<file path="config.mk">
export PLATFORM = sky130hd
export DESIGN_NAME = cart_bus_arb
export DESIGN_NICKNAME = d
export VERILOG_FILES = /design/src/rtl/cart_bus_arb.sv
export SDC_FILE = /design/constraint.sdc
export NUM_CORES = 1
export LEC_CHECK = 0
export ABC_AREA = 1
export BUFFER_PORTS_ARGS = -buffer_cell sky130_fd_sc_hd__buf_2
export CAP_MARGIN = 20
export CELL_PAD_IN_SITES_DETAIL_PLACEMENT = 1
export CELL_PAD_IN_SITES_GLOBAL_PLACEMENT = 2
export CORE_MARGIN = 1
export CORE_UTILIZATION = 25
export DETAILED_ROUTE_END_ITERATION = 7
export GPL_ROUTABILITY_DRIVEN = 0
export PLACE_DENSITY_LB_ADDON = 0.1
export SLEW_MARGIN = 20
export SYNTH_ARGS = -nofsm -noshare
export SYNTH_HDL_FRONTEND = slang
export SYNTH_SLANG_ARGS = --single-unit
</file>
<file path="constraint.sdc">
create_clock -name clk -period 3.3 [get_ports clk]
set_clock_uncertainty 0.15 [all_clocks]
set_input_delay 0.165 -clock clk [delete_from_list [all_inputs] [get_ports clk]]
set_output_delay 0.165 -clock clk [all_outputs]
set_load 0.005 [all_outputs]
</file>
<file path="src/rtl/cart_bus_arb.sv">
// Cartridge bus arbiter: CPU and OAM-DMA requesters share one strobed external bus.
// Optional macro CART_DMA_ARB_EN enables the DMA requester; otherwise DMA is ignored.
module cart_bus_arb #(
  parameter int STRB_CYC = 2
) (
  input  logic        clk,
  input  logic        nrst,
  input  logic        cpu_req,
  input  logic        cpu_we,
  input  logic [15:0] cpu_addr,
  input  logic [7:0]  cpu_wdata,
  output logic        cpu_ack,
  output logic [7:0]  cpu_rdata,
  input  logic        dma_req,
  input  logic [15:0] dma_addr,
  output logic        dma_ack,
  output logic [7:0]  dma_rdata,
  output logic [15:0] bus_a,
  output logic [7:0]  bus_dout,
  output logic        bus_doe,
  input  logic [7:0]  bus_din,
  output logic        nrd,
  output logic        nwr,
  output logic        ncs
);

`ifdef CART_DMA_ARB_EN
  localparam bit DMA_EN = 1'b1;
`else
  localparam bit DMA_EN = 1'b0;
`endif

  typedef enum logic [1:0] {IDLE, ADDR, STRB, HOLD} state_t;

  state_t     state, state_nx;
  logic [2:0] cnt;
  logic       gnt_dma, we_q;
  logic       dma_go, any_req, strb_last, active;

  // DMA is masked at the source so the disabled build can never grant it
  assign dma_go    = DMA_EN & dma_req;
  assign any_req   = dma_go | cpu_req;
  assign strb_last = (cnt == 3'(STRB_CYC - 1));

  always_ff @(posedge clk or negedge nrst) begin
    if (!nrst) state <= IDLE;
    else       state <= state_nx;
  end

  always_comb begin
    state_nx = state;
    case (state)
      IDLE:    if (any_req) state_nx = ADDR;
      ADDR:    state_nx = STRB;
      STRB:    if (strb_last) state_nx = HOLD;
      HOLD:    state_nx = IDLE;
      default: state_nx = IDLE;
    endcase
  end

  always_ff @(posedge clk or negedge nrst) begin
    if (!nrst) begin
      cnt       <= '0;
      gnt_dma   <= 1'b0;
      we_q      <= 1'b0;
      bus_a     <= '0;
      bus_dout  <= '0;
      cpu_rdata <= '0;
      dma_rdata <= '0;
    end else begin
      case (state)
        IDLE: if (any_req) begin
          gnt_dma  <= dma_go;
          we_q     <= ~dma_go & cpu_we;
          bus_a    <= dma_go ? dma_addr : cpu_addr;
          bus_dout <= cpu_wdata;
          cnt      <= '0;
        end
        STRB: begin
          cnt <= cnt + 3'd1;
          if (strb_last && !we_q) begin
            if (gnt_dma) dma_rdata <= bus_din;
            else         cpu_rdata <= bus_din;
          end
        end
        default: ;
      endcase
    end
  end

  // Bus controls decode straight from state so reset releases them without a clock
  assign active  = (state != IDLE);
  assign nrd     = ~((state == STRB) & ~we_q);
  assign nwr     = ~((state == STRB) & we_q);
  assign bus_doe = active & we_q;
  assign ncs     = ~(active & (bus_a[15:13] == 3'b101));
  assign cpu_ack = (state == HOLD) & ~gnt_dma;
  assign dma_ack = (state == HOLD) & gnt_dma;

endmodule

</file>
==> metrics.md, run 1 <==
| Metric | Value |
|---|---|
| Comb pwr share | `40.6%` |
| Clock transition at the registers of the reported paths | `0.08 ns` |
| Result of the run | `complete, no violations` |
| Std-Cell Core Area | `6760 µm²` |
| Maximum Capacitance Violations | `0` |
| First-pass GRT wire length | `8470 µm` |
| Area fraction of the dominant cell type after synthesis | `between 50% and 60%` |
| Placed Instance Area | `2110 µm²` |
| Cell family with the largest share of critical-path delay | `buffers and inverters` |
| Summed area of non-filler cells in the final layout | `2570 µm²` |
| Class of the tightest hold or removal check | `in -> reg` |
| Pwr Total | `0.00207 W` |
| Top library cells by usage in the layout, fill and taps aside | `nand2_1, buf_2, nand3_1, dfrtp_1, dlygate4sd3_1` |
| Total number of clock tree sinks | `38` |
| Vias in the first global route | `1800` |
| Smallest setup slack after layout | `1.42 ns` |
| Buffer levels on the longest clock path | `2` |
| TritonCTS clock tree | `done` |
| Start of the worst register-to-register path | `state[0]` |
| Sum of routed wire length over all layers | `just under 5000 µm` |
| Clock period minus final worst setup slack | `1.88 ns` |
| Power density over cell area | `807 nW/µm²` |
| Number of levels in the clock H-tree | `2` |
| Number of clock buffers inserted by TritonCTS | `5` |
| Quantity of I/O buffers inserted on ports | `72` |
| Detailed-placement wirelength estimate | `3100 µm` |
| Warnings from Yosys | `0` |
| Via-per-instance ratio | `between 4 and 5` |
| Unrepaired setup endpoints after global routing | `false` |
| Beginning of the critical path | `state[0]` |
| Die width | `85.4 µm` |
| Worst-case hold slack | `0.248 ns` |
| Post-DRT Antenna Nets | `0` |
| Signal arrival time at the worst endpoint | `1.56 ns` |
| Syn Std Cell Area | `1740 µm²` |
| Insertion delay of the later-clocked pin in the worst-skew pair | `between 0.2 and 0.3 ns` |
| Maximum resistive drop on vdd | `0.000263 V` |
| Kind of launch point of the worst setup path | `register` |
| Final cycle utilization of the critical path | `56.9%` |
| Number of setup buffers added after CTS | `0` |
| Detailed Routing Iterations Pass 1 | `4` |
| Fmax | `533 MHz` |
| Root Driver | `clkbuf_8` |
| Number of nets in the layout | `363` |
| Placement-stage worst setup slack | `between 1.5 and 2 ns` |
| Data required time at the worst endpoint | `~3 ns` |
| Distinct cell type count of the synthesized netlist | `16` |
| Initial cell density of the core | `25.8%` |
| Share of total power in the clock network | `19.7%` |
| Row cnt | `30` |
| GRT overflow | `0` |
| Sequential-to-total area share from yosys stat | `54.6%` |
| Post-route DRC | `0` |
| Sequential share of power | `39.7%` |
| Pin count of the biggest net entering global routing | `39` |
| Final-layout setup total negative slack | `0 ns` |
| Top-level port count | `99` |
| Area enclosed by the die boundary | `7300 µm²` |
| Final Max Slew Viols | `0` |
| Setup violation total in the final timing report | `0` |
| Crit path cell chain | `inv_1 > ha_1 > buf_4 > nor2_1 > nand3_1 > buf_2` |
| Wirelength per Cell | `around 13 µm` |
| Critical Path Slowest Stage Cell | `dfrtp_1` |
| Static leakage | `1.44 nW` |
| Most common cell after layout, fill and taps aside | `nand2_1` |
| Overall via count from detail_route | `1666` |
| Synthesis-to-finish area growth | `47.5%` |
| Buffers & Inverters on Critical Path | `3` |
| DRC marker count from the first detailed-route iteration | `47` |
| Number of hold-slack violations in the final timing report | `0` |
| Post-synth top area cell | `dfrtp_1` |
| Height of the die | `85.4 µm` |
| Normalized max-slew margin | `a little under 40%` |
| Actual transition at the worst max-transition pin | `0.905 ns` |
| Int Pwr | `0.00128 W` |
| N_diodes | `0` |
| Switching Fraction | `38.0%` |
| Initial antenna violation count | `0` |
| Total global routing track utilization | `14.7%` |
| Largest fanout of any net on the critical path | `28` |
| Start point of the worst min-delay path | `cpu_req` |
| Net Switching | `0.000787 W` |
| Biggest cell delay along the critical path | `0.40 ns` |
| CP Class | `reg -> out` |
| Cells taking the most area after synthesis | `dfrtp_1, nand2_1, nand3_1, buf_4, ha_1` |
| Post-synthesis average cell area | `8.66 µm²` |
| Total of flip-flops plus latches after synthesis | `38` |
| Number of fill cells in the layout | `827` |
| Share of post-route cells with drive strength above 1 | `28.2%` |
| Kind of capture point of the worst setup path | `output port` |
| Gate Count Post-Synth | `201` |
==> synth_stat cells <==
| library cell | n |
|---|---|
| nor2_8 | 1 |
| nand2_1 | 79 |
| dfrtp_1 | 38 |
| nand2_2 | 1 |
| buf_2 | 6 |
| buf_6 | 1 |
| nand3_1 | 38 |
| nand2_4 | 1 |
| a21oi_1 | 1 |
| inv_2 | 3 |
| conb_1 | 1 |
| buf_4 | 11 |
| inv_1 | 8 |
| o21ai_0 | 2 |
| nor2_1 | 5 |
| ha_1 | 5 |
==> kinds of logic (layout without fill, tap and decap cells) <==
kind of cell / Yosys count / after routing / share of synthesized area (%)
buffers and inverters: 29 / 125 / 9.49
other: 1 / 9 / 0.215
AND/OR/NAND/NOR: 125 / 125 / 31.2
flip-flops: 38 / 38 / 54.6
adder cells (fa/ha/maj): 5 / 5 / 3.59
AO/OA/AOI/OAI: 3 / 3 / 0.862
==> power groups by stage <==
stage / Sequential, W / Combinational (W) / Clock (W)
after floorplan: 0.000840 / 0.000472 / 0
after global placement: 0.000829 / 0.000829 / 0
after detailed placement: 0.000834 / 0.000837 / 0
after CTS: 0.000828 / 0.000870 / 0.000423
after global routing: 0.000858 / 0.000995 / 0.000439
final: 0.000822 / 0.000841 / 0.000407
==> registers in the layout, summed over array words and instances, names as in the netlist <==
register   flops
bus_dout       8
cnt            3
we_q           1
cpu_rdata      8
bus_a         16
state          2
==> tightest hold or removal path, cell delays in order <==
cell and delay (ns):
buf_2 0.28, nand3_1 0.16, nand2_1 0.05
==> layout make-up <==
class / instances / area, µm² / share of cell area [%]
clock buffers: 6 / 82.6 / 3.22
clock inverters: 1 / 30.0 / 1.17
inverters: 11 / 41.3 / 1.61
multi-input cells: 142 / 654 / 25.5
flip-flops and latches: 38 / 951 / 37.0
well taps: 80 / 100 / 3.90
repair buffers: 107 / 708 / 27.6
==> per-stage QoR <==
stage,util (%),instances
4_1_cts,38.0,385
5_1_grt,38.0,385
6_report,38.0,385
3_3_place_gp,31.3,344
2_1_floorplan,-,209
3_5_place_dp,31.3,344
==> final timing paths <==
kind	end	slack [ns]	depth (start not counted)
setup / recovery	ncs	1.42	6
hold / removal	bus_a[5]	0.25	3
setup reg to reg	cnt[2]	1.62	6
hold reg to reg	cpu_rdata[3]	0.32	2
max in group asynchronous	bus_dout[3]	2.03	2
min in group asynchronous	state[1]	0.39	2
==> per-layer routing <==
layer  track usage [%]  part of all wire, %
met1              18.7                   45
met2              24.8                   49
met4              4.24                 0.78
met5                 0                    0
met3              3.50                  5.1
==> what timing repair did <==
| action | 4_1_cts | 5_1_grt |
|---|---|---|
| hold endpoints to repair | 71 | 0 |
| gates resized for setup | 0 | 0 |
| endpoints found under the setup margin | 0 | 0 |
| hold buffers | 34 | 0 |
No activity file was read; power rests on OpenSTA's default activity.
==> run 2: changes to the inputs <==
--- a/config.mk
+++ b/config.mk
@@ -11,7 +11,7 @@
 export CELL_PAD_IN_SITES_DETAIL_PLACEMENT = 1
 export CELL_PAD_IN_SITES_GLOBAL_PLACEMENT = 2
 export CORE_MARGIN = 1
-export CORE_UTILIZATION = 25
+export CORE_UTILIZATION = 23
 export DETAILED_ROUTE_END_ITERATION = 7
 export GPL_ROUTABILITY_DRIVEN = 0
 export PLACE_DENSITY_LB_ADDON = 0.1
==> constraint.sdc (replaced) <==
create_clock -name clk -period 1.97 [get_ports clk]
set_clock_uncertainty 0.15 [all_clocks]
set_input_delay 0.0985 -clock clk [delete_from_list [all_inputs] [get_ports clk]]
set_output_delay 0.0985 -clock clk [all_outputs]
set_load 0.005 [all_outputs]
==> run 2 against run 1 <==
Net effect: sequential power is 69% higher; worst setup slack worse by 1.3 ns; die area is 8.5% higher; non-clock buffer count is 9 higher; utilization is 1.8 points lower; first-iteration DRC count is 32% higher; register-to-register slack worse by 1.5 ns; largest cell class unchanged.
==> metrics.md, run 2 (synthesized netlist as in run 1, its figures left out) <==
| Metric | Value |
|---|---|
| Data required time at the worst endpoint | `2.05 ns (-0.93 ns)` |
| Row cnt | `31 (+3.3%)` |
| Die width | `89.0 µm (+4.2%)` |
| Height of the die | `89.0 µm (+4.2%)` |
| Total number of clock tree sinks | `38 (unchanged)` |
| Number of nets in the layout | `372 (+2.5%)` |
| Overall via count from detail_route | `1643 (-1.4%)` |
| Post-DRT Antenna Nets | `0 (unchanged)` |
| Flip-flop count of the largest register, all copies and words added | `16 (unchanged)` |
| Summed area of non-filler cells in the final layout | `2640 µm² (+2.9%)` |
| Top-level port count | `99 (unchanged)` |
| N_diodes | `0 (unchanged)` |
| Kind of capture point of the worst setup path | `register` |
| DRC marker count from the first detailed-route iteration | `62 (+32%)` |
| Unrepaired setup endpoints after global routing | `false` |
| Maximum Capacitance Violations | `0 (unchanged)` |
| Largest fanout of any net on the critical path | `9 (-68%)` |
| Placement-stage worst setup slack | `0.418 ns (-1.14 ns)` |
| Buffer levels on the longest clock path | `2 (unchanged)` |
| Pwr Total | `0.00344 W (+66%)` |
| Detailed-placement wirelength estimate | `3480 µm (+12%)` |
| Setup violation total in the final timing report | `0 (unchanged)` |
| Final Max Slew Viols | `0 (unchanged)` |
| CP Class | `reg -> reg` |
| Via-per-instance ratio | `3.97 (-8.3%)` |
| Quantity of I/O buffers inserted on ports | `72 (unchanged)` |
| Fmax | `552 MHz` |
| Sum of routed wire length over all layers | `5030 µm (+3.6%)` |
| Start of the worst register-to-register path | `state[0]` |
| TritonCTS clock tree | `done` |
| Detailed Routing Iterations Pass 1 | `5 (+1)` |
| Buffers & Inverters on Critical Path | `3 (unchanged)` |
| Pin count of the biggest net entering global routing | `25 (-36%)` |
| Wirelength per Cell | `12.1 µm (-3.7%)` |
| Actual transition at the worst max-transition pin | `0.578 ns (-0.327 ns)` |
| Power density over cell area | `1300 nW/µm² (+61%)` |
| Number of levels in the clock H-tree | `2 (unchanged)` |
| Synthesis-to-finish area growth | `51.8%` |
| Biggest cell delay along the critical path | `0.55 ns (+0.15 ns)` |
| Crit path cell chain | `inv_1 > ha_2 > buf_4 > nand3_1 > dlygate4sd3_1 > nand2_1` |
| Normalized max-slew margin | `61.5% (+22 points)` |
| Number of clock buffers inserted by TritonCTS | `5 (unchanged)` |
| Vias in the first global route | `1640 (-8.9%)` |
| Cell family with the largest share of critical-path delay | `buffers and inverters` |
| Share of post-route cells with drive strength above 1 | `30.2% (+2.0 points)` |
| Most common cell after layout, fill and taps aside | `nand2_1` |
| Final cycle utilization of the critical path | `91.9%` |
| Smallest setup slack after layout | `0.159 ns (-1.26 ns)` |
| Kind of launch point of the worst setup path | `register` |
| Root Driver | `clkbuf_8` |
| Post-route DRC | `0 (unchanged)` |
| Initial antenna violation count | `0 (unchanged)` |
| Static leakage | `1.47 nW (+2.1%)` |
| Top library cells by usage in the layout, fill and taps aside | `nand2_1, buf_2, nand3_1, dfrtp_1, dlygate4sd3_1` |
| Insertion delay of the later-clocked pin in the worst-skew pair | `0.28 ns (about the same)` |
| Share of the core filled with cells in the final layout | `36.2% (-1.8 points)` |
| Largest registers | `bus_a (16), bus_dout (8), cpu_rdata (8)` |
| Signal arrival time at the worst endpoint | `1.89 ns (+0.33 ns)` |
| Total global routing track utilization | `13.6% (-1.1 points)` |
| Number of setup buffers added after CTS | `0 (unchanged)` |
| Placed Instance Area | `2200 µm² (+4.0%)` |
| Register ranked first by flip-flop count | `bus_a` |
| Std-Cell Core Area | `7290 µm² (+7.9%)` |
| Number of fill cells in the layout | `928 (+12%)` |
| Maximum resistive drop on vdd | `0.000358 V (+36%)` |
| Clock period minus final worst setup slack | `1.81 ns` |
| Clock transition at the registers of the reported paths | `0.07 ns (about the same)` |
| Final-layout setup total negative slack | `0 ns (unchanged)` |
| Initial cell density of the core | `23.9% (-1.9 points)` |
| Start point of the worst min-delay path | `cpu_req` |
| Area enclosed by the die boundary | `7920 µm² (+8.5%)` |
| Beginning of the critical path | `state[0]` |
| Class of the tightest hold or removal check | `in -> reg` |
| Result of the run | `complete, no violations` |
| Number of hold-slack violations in the final timing report | `0 (unchanged)` |
| Critical Path Slowest Stage Cell | `dlygate4sd3_1` |
| First-pass GRT wire length | `8060 µm (-4.8%)` |
| GRT overflow | `0 (unchanged)` |
[run 2: cell types whose count changed in the layout (fill, tap and decap cells not counted), sizes merged]
| cell | before | now |
|---|---|---|
| bufinv | 1 | 0 |
| buf | 73 | 81 |
| clkinv | 0 | 1 |
| clkbuf | 6 | 7 |
| dlygate4sd3 | 34 | 35 |
[run 2: routing by layer]
| metal | routed length (µm) | global-route usage [%] | vias up |
|---|---|---|---|
| met1 | 2320 | 18.1 | 759 |
| met4 | 10 | 3.90 | 0 |
| met3 | 233 | 3.97 | 2 |
| met5 | 0 | 0 | - |
| met2 | 2460 | 21.5 | 47 |
| li1 | - | - | 835 |
[run 2: path summary, 6_finish.rpt]
path | end | slack (ns) | depth (start not counted)
max | bus_dout[0] | 0.16 | 6
min | cnt[1] | 0.11 | 5
max reg2reg | bus_dout[0] | 0.16 | 6
min reg2reg | bus_dout[0] | 0.32 | 2
max in group asynchronous | cpu_rdata[3] | 0.94 | 3
min in group asynchronous | cpu_rdata[5] | 0.19 | 2
[run 2: where the power goes]
part           switching [W]  leakage (nW)  internal, W
clock network       0.000277        0.0482     0.000283
logic               0.000828         0.959     0.000667
registers           0.000234         0.467      0.00115
[run 2: final cells by class]
cell class	count	area (µm²)	share of cell area [%]
Tap cell	99	124	4.69
Clock buffer	7	86.3	3.27
Sequential cell	38	951	36.0
Timing Repair Buffer	116	778	29.5
Multi-Input combinational cell	142	657	24.9
Inverter	11	41.3	1.56
Clock inverter	1	5.00	0.189
[run 2: through the flow]
stage	std cells	hold slack [ns]
global route	414	0.170
floorplan	209	-0.347
global placement	371	-0.00651
CTS	414	0.108
finish	414	0.112
detailed placement	371	-0.00669
[run 2: what timing repair did]
| action | in CTS | in global routing |
|---|---|---|
| gates resized for setup | 0 | 1 |
| endpoints found under the hold margin | 55 | 0 |
| hold buffers | 35 | 0 |
| endpoints found under the setup margin | 0 | 1 |
[run 2: worst reg2reg max path: stages (launching register included)]
cell and delay (ns):
dfrtp_1 0.40, inv_1 0.09, ha_2 0.23, buf_4 0.19
nand3_1 0.08, dlygate4sd3_1 0.55, nand2_1 0.06
==> run 3: changes to the inputs <==
--- a/config.mk
+++ b/config.mk
@@ -10,6 +10,7 @@
 export CAP_MARGIN = 20
 export CELL_PAD_IN_SITES_DETAIL_PLACEMENT = 1
 export CELL_PAD_IN_SITES_GLOBAL_PLACEMENT = 2
+export CORE_ASPECT_RATIO = 1.25
 export CORE_MARGIN = 1
 export CORE_UTILIZATION = 23
 export DETAILED_ROUTE_END_ITERATION = 7
==> run 3 against run 2 <==
Net effect: worst setup slack improved by 0.093 ns; wire length grew 2.0%; combinational power about the same; via count increased by 0.79%; clock-buffer cell count is 1 lower; non-clock buffer count shrank 3; final area about the same; hold slack worse by 0.091 ns; maximum frequency increased by 5.4%; die area about the same; first-iteration DRC count shrank 24%; critical path type is now reg -> out; largest power group unchanged.
==> metrics.md, run 3 (synthesized netlist as in run 1, its figures left out) <==
| Metric | Value |
|---|---|
| Row cnt | `35 (+13%)` |
| First-pass GRT wire length | `8580 µm (+6.5%)` |
| Number of levels in the clock H-tree | `2 (unchanged)` |
| Smallest setup slack after layout | `0.252 ns (+0.0930 ns)` |
| Unrepaired setup endpoints after global routing | `false` |
| Register ranked first by flip-flop count | `bus_a` |
| Share of the core filled with cells in the final layout | `35.9% (-0.35 points)` |
| DRC marker count from the first detailed-route iteration | `47 (-24%)` |
| Pin count of the biggest net entering global routing | `29 (+16%)` |
| Capture point of the worst path | `ncs` |
| Total number of clock tree sinks | `38 (unchanged)` |
| Final Max Slew Viols | `0 (unchanged)` |
| Largest fanout of any net on the critical path | `28 (+19)` |
| Share of post-route cells with drive strength above 1 | `29.6% (-0.58 points)` |
| Number of hold-slack violations in the final timing report | `0 (unchanged)` |
| Post-DRT Antenna Nets | `0 (unchanged)` |
| Data required time at the worst endpoint | `1.72 ns (-0.33 ns)` |
| Placement-stage worst setup slack | `0.387 ns (-0.0305 ns)` |
| Kind of capture point of the worst setup path | `output port` |
| Clock transition at the registers of the reported paths | `0.08 ns (about the same)` |
| Worst-case register-to-register setup slack | `0.41 ns (+0.25 ns)` |
| Number of nets in the layout | `369 (-0.81%)` |
| Result of the run | `complete, no violations` |
| Class of the tightest hold or removal check | `in -> reg` |
| Maximum Capacitance Violations | `0 (unchanged)` |
| Initial antenna violation count | `0 (unchanged)` |
| Kind of launch point of the worst setup path | `register` |
| TritonCTS clock tree | `done` |
| Sum of routed wire length over all layers | `5130 µm (+2.0%)` |
| Normalized max-slew margin | `57.2% (-4.3 points)` |
| Top library cells by usage in the layout, fill and taps aside | `nand2_1, buf_2, nand3_1, dfrtp_1, dlygate4sd3_1` |
| Top-level port count | `99 (unchanged)` |
| Setup violation total in the final timing report | `0 (unchanged)` |
| Number of clock buffers inserted by TritonCTS | `5 (unchanged)` |
| Die width | `79.8 µm (-10%)` |
| Detailed Routing Iterations Pass 1 | `3 (-2)` |
| Height of the die | `99.3 µm (+12%)` |
| Post-route DRC | `0 (unchanged)` |
| Insertion delay of the later-clocked pin in the worst-skew pair | `0.29 ns (about the same)` |
| GRT overflow | `0 (unchanged)` |
| Reg-to-reg endpoint | `state[0]` |
| Signal arrival time at the worst endpoint | `1.47 ns (-0.42 ns)` |
| Initial cell density of the core | `23.7% (-0.21 points)` |
| Overall via count from detail_route | `1656 (+0.79%)` |
| Wirelength per Cell | `12.7 µm (+4.8%)` |
| Std-Cell Core Area | `7360 µm² (+0.89%)` |
| Via-per-instance ratio | `4.11 (+3.5%)` |
| Actual transition at the worst max-transition pin | `0.643 ns (+0.0646 ns)` |
| Area enclosed by the die boundary | `7920 µm² (about the same)` |
| Start of the worst register-to-register path | `state[0]` |
| Worst R2R Path Depth | `8 (+2)` |
| Detailed-placement wirelength estimate | `3450 µm (-0.77%)` |
| Flip-flop count of the largest register, all copies and words added | `16 (unchanged)` |
| Power density over cell area | `1350 nW/µm² (+3.7%)` |
| Vias in the first global route | `1751 (+6.8%)` |
| Maximum resistive drop on vdd | `0.000513 V (+43%)` |
| CP Class | `reg -> out` |
| Total global routing track utilization | `14.0% (+0.45 points)` |
| Quantity of I/O buffers inserted on ports | `72 (unchanged)` |
| Root Driver | `clkbuf_8` |
| Post_cts resized | `0 (unchanged)` |
| Most common cell after layout, fill and taps aside | `nand2_1` |
| Static leakage | `1.48 nW (+0.19%)` |
| Final cycle utilization of the critical path | `87.2% (-4.7 points)` |
| Beginning of the critical path | `state[0]` |
| Synthesis-to-finish area growth | `51.7% (about the same)` |
| N_diodes | `0 (unchanged)` |
| Largest registers | `bus_a (16), bus_dout (8), cpu_rdata (8)` |
| Fmax | `582 MHz (+5.4%)` |
| Clock period minus final worst setup slack | `1.72 ns (-0.0930 ns)` |
| Buffer levels on the longest clock path | `2 (unchanged)` |
| Final-layout setup total negative slack | `0 ns (unchanged)` |
## run 3: worst min-delay path by stage
stage	from	endpoint	slack, ns	depth (start not counted)
CTS	cpu_req	bus_dout[4]	0.02	3
floorplan	nrst	bus_a[0]	-0.35	0
global route	cpu_req	bus_dout[4]	0.04	3
global placement	nrst	state[1]	0.02	1
detailed placement	nrst	bus_dout[1]	0.02	1
finish	cpu_req	bus_dout[4]	0.02	3
## run 3: report_power, final
group,switching (W),internal (W)
Sequential,0.000226,0.00115
Combinational,0.000839,0.000659
Clock,0.000282,0.000406
Total,0.00135,0.00222
## run 3: area by class of cell
type                            instances  area, µm²
Fill cell                             920       4720
Sequential cell                        38        951
Timing Repair Buffer                  113        766
Multi-Input combinational cell        142        654
Tap cell                               92        115
Clock buffer                            6       82.6
Inverter                               11       41.3
Clock inverter                          1       30.0
## run 3: per-stage QoR
stage / area [µm²] / hold WS, ns / instances / power, W
finish: 2640 / 0.0214 / 403 / 0.00356
global route: 2640 / 0.0448 / 403 / 0.00391
CTS: 2640 / 0.0151 / 403 / 0.00365
detailed placement: 2190 / 0.0161 / 362 / 0.00290
global placement: 2190 / 0.0170 / 362 / 0.00286
floorplan: 1770 / -0.347 / 209 / 0.00220
## run 3: critical path, cell delays in order (launching register included)
cell and delay [ns]:
dfrtp_1 0.38, inv_1 0.07, ha_1 0.25, buf_12 0.18, nor2_1 0.11, nand3_1 0.07, buf_2 0.13
## run 3: per-layer routing
| metal | wire length [µm] | up-vias | GRT usage, % |
|---|---|---|---|
| met2 | 2610 | 43 | 24.7 |
| li1 | - | 834 | - |
| met5 | 0 | - | 0 |
| met4 | 48 | 0 | 5.77 |
| met1 | 2270 | 775 | 16.6 |
| met3 | 200 | 4 | 2.57 |
## run 3: repair_timing
action | 4_1_cts | 5_1_grt
hold buffers | 34 | 0
endpoints found under the hold margin | 57 | 0
setup buffers | 0 | 0
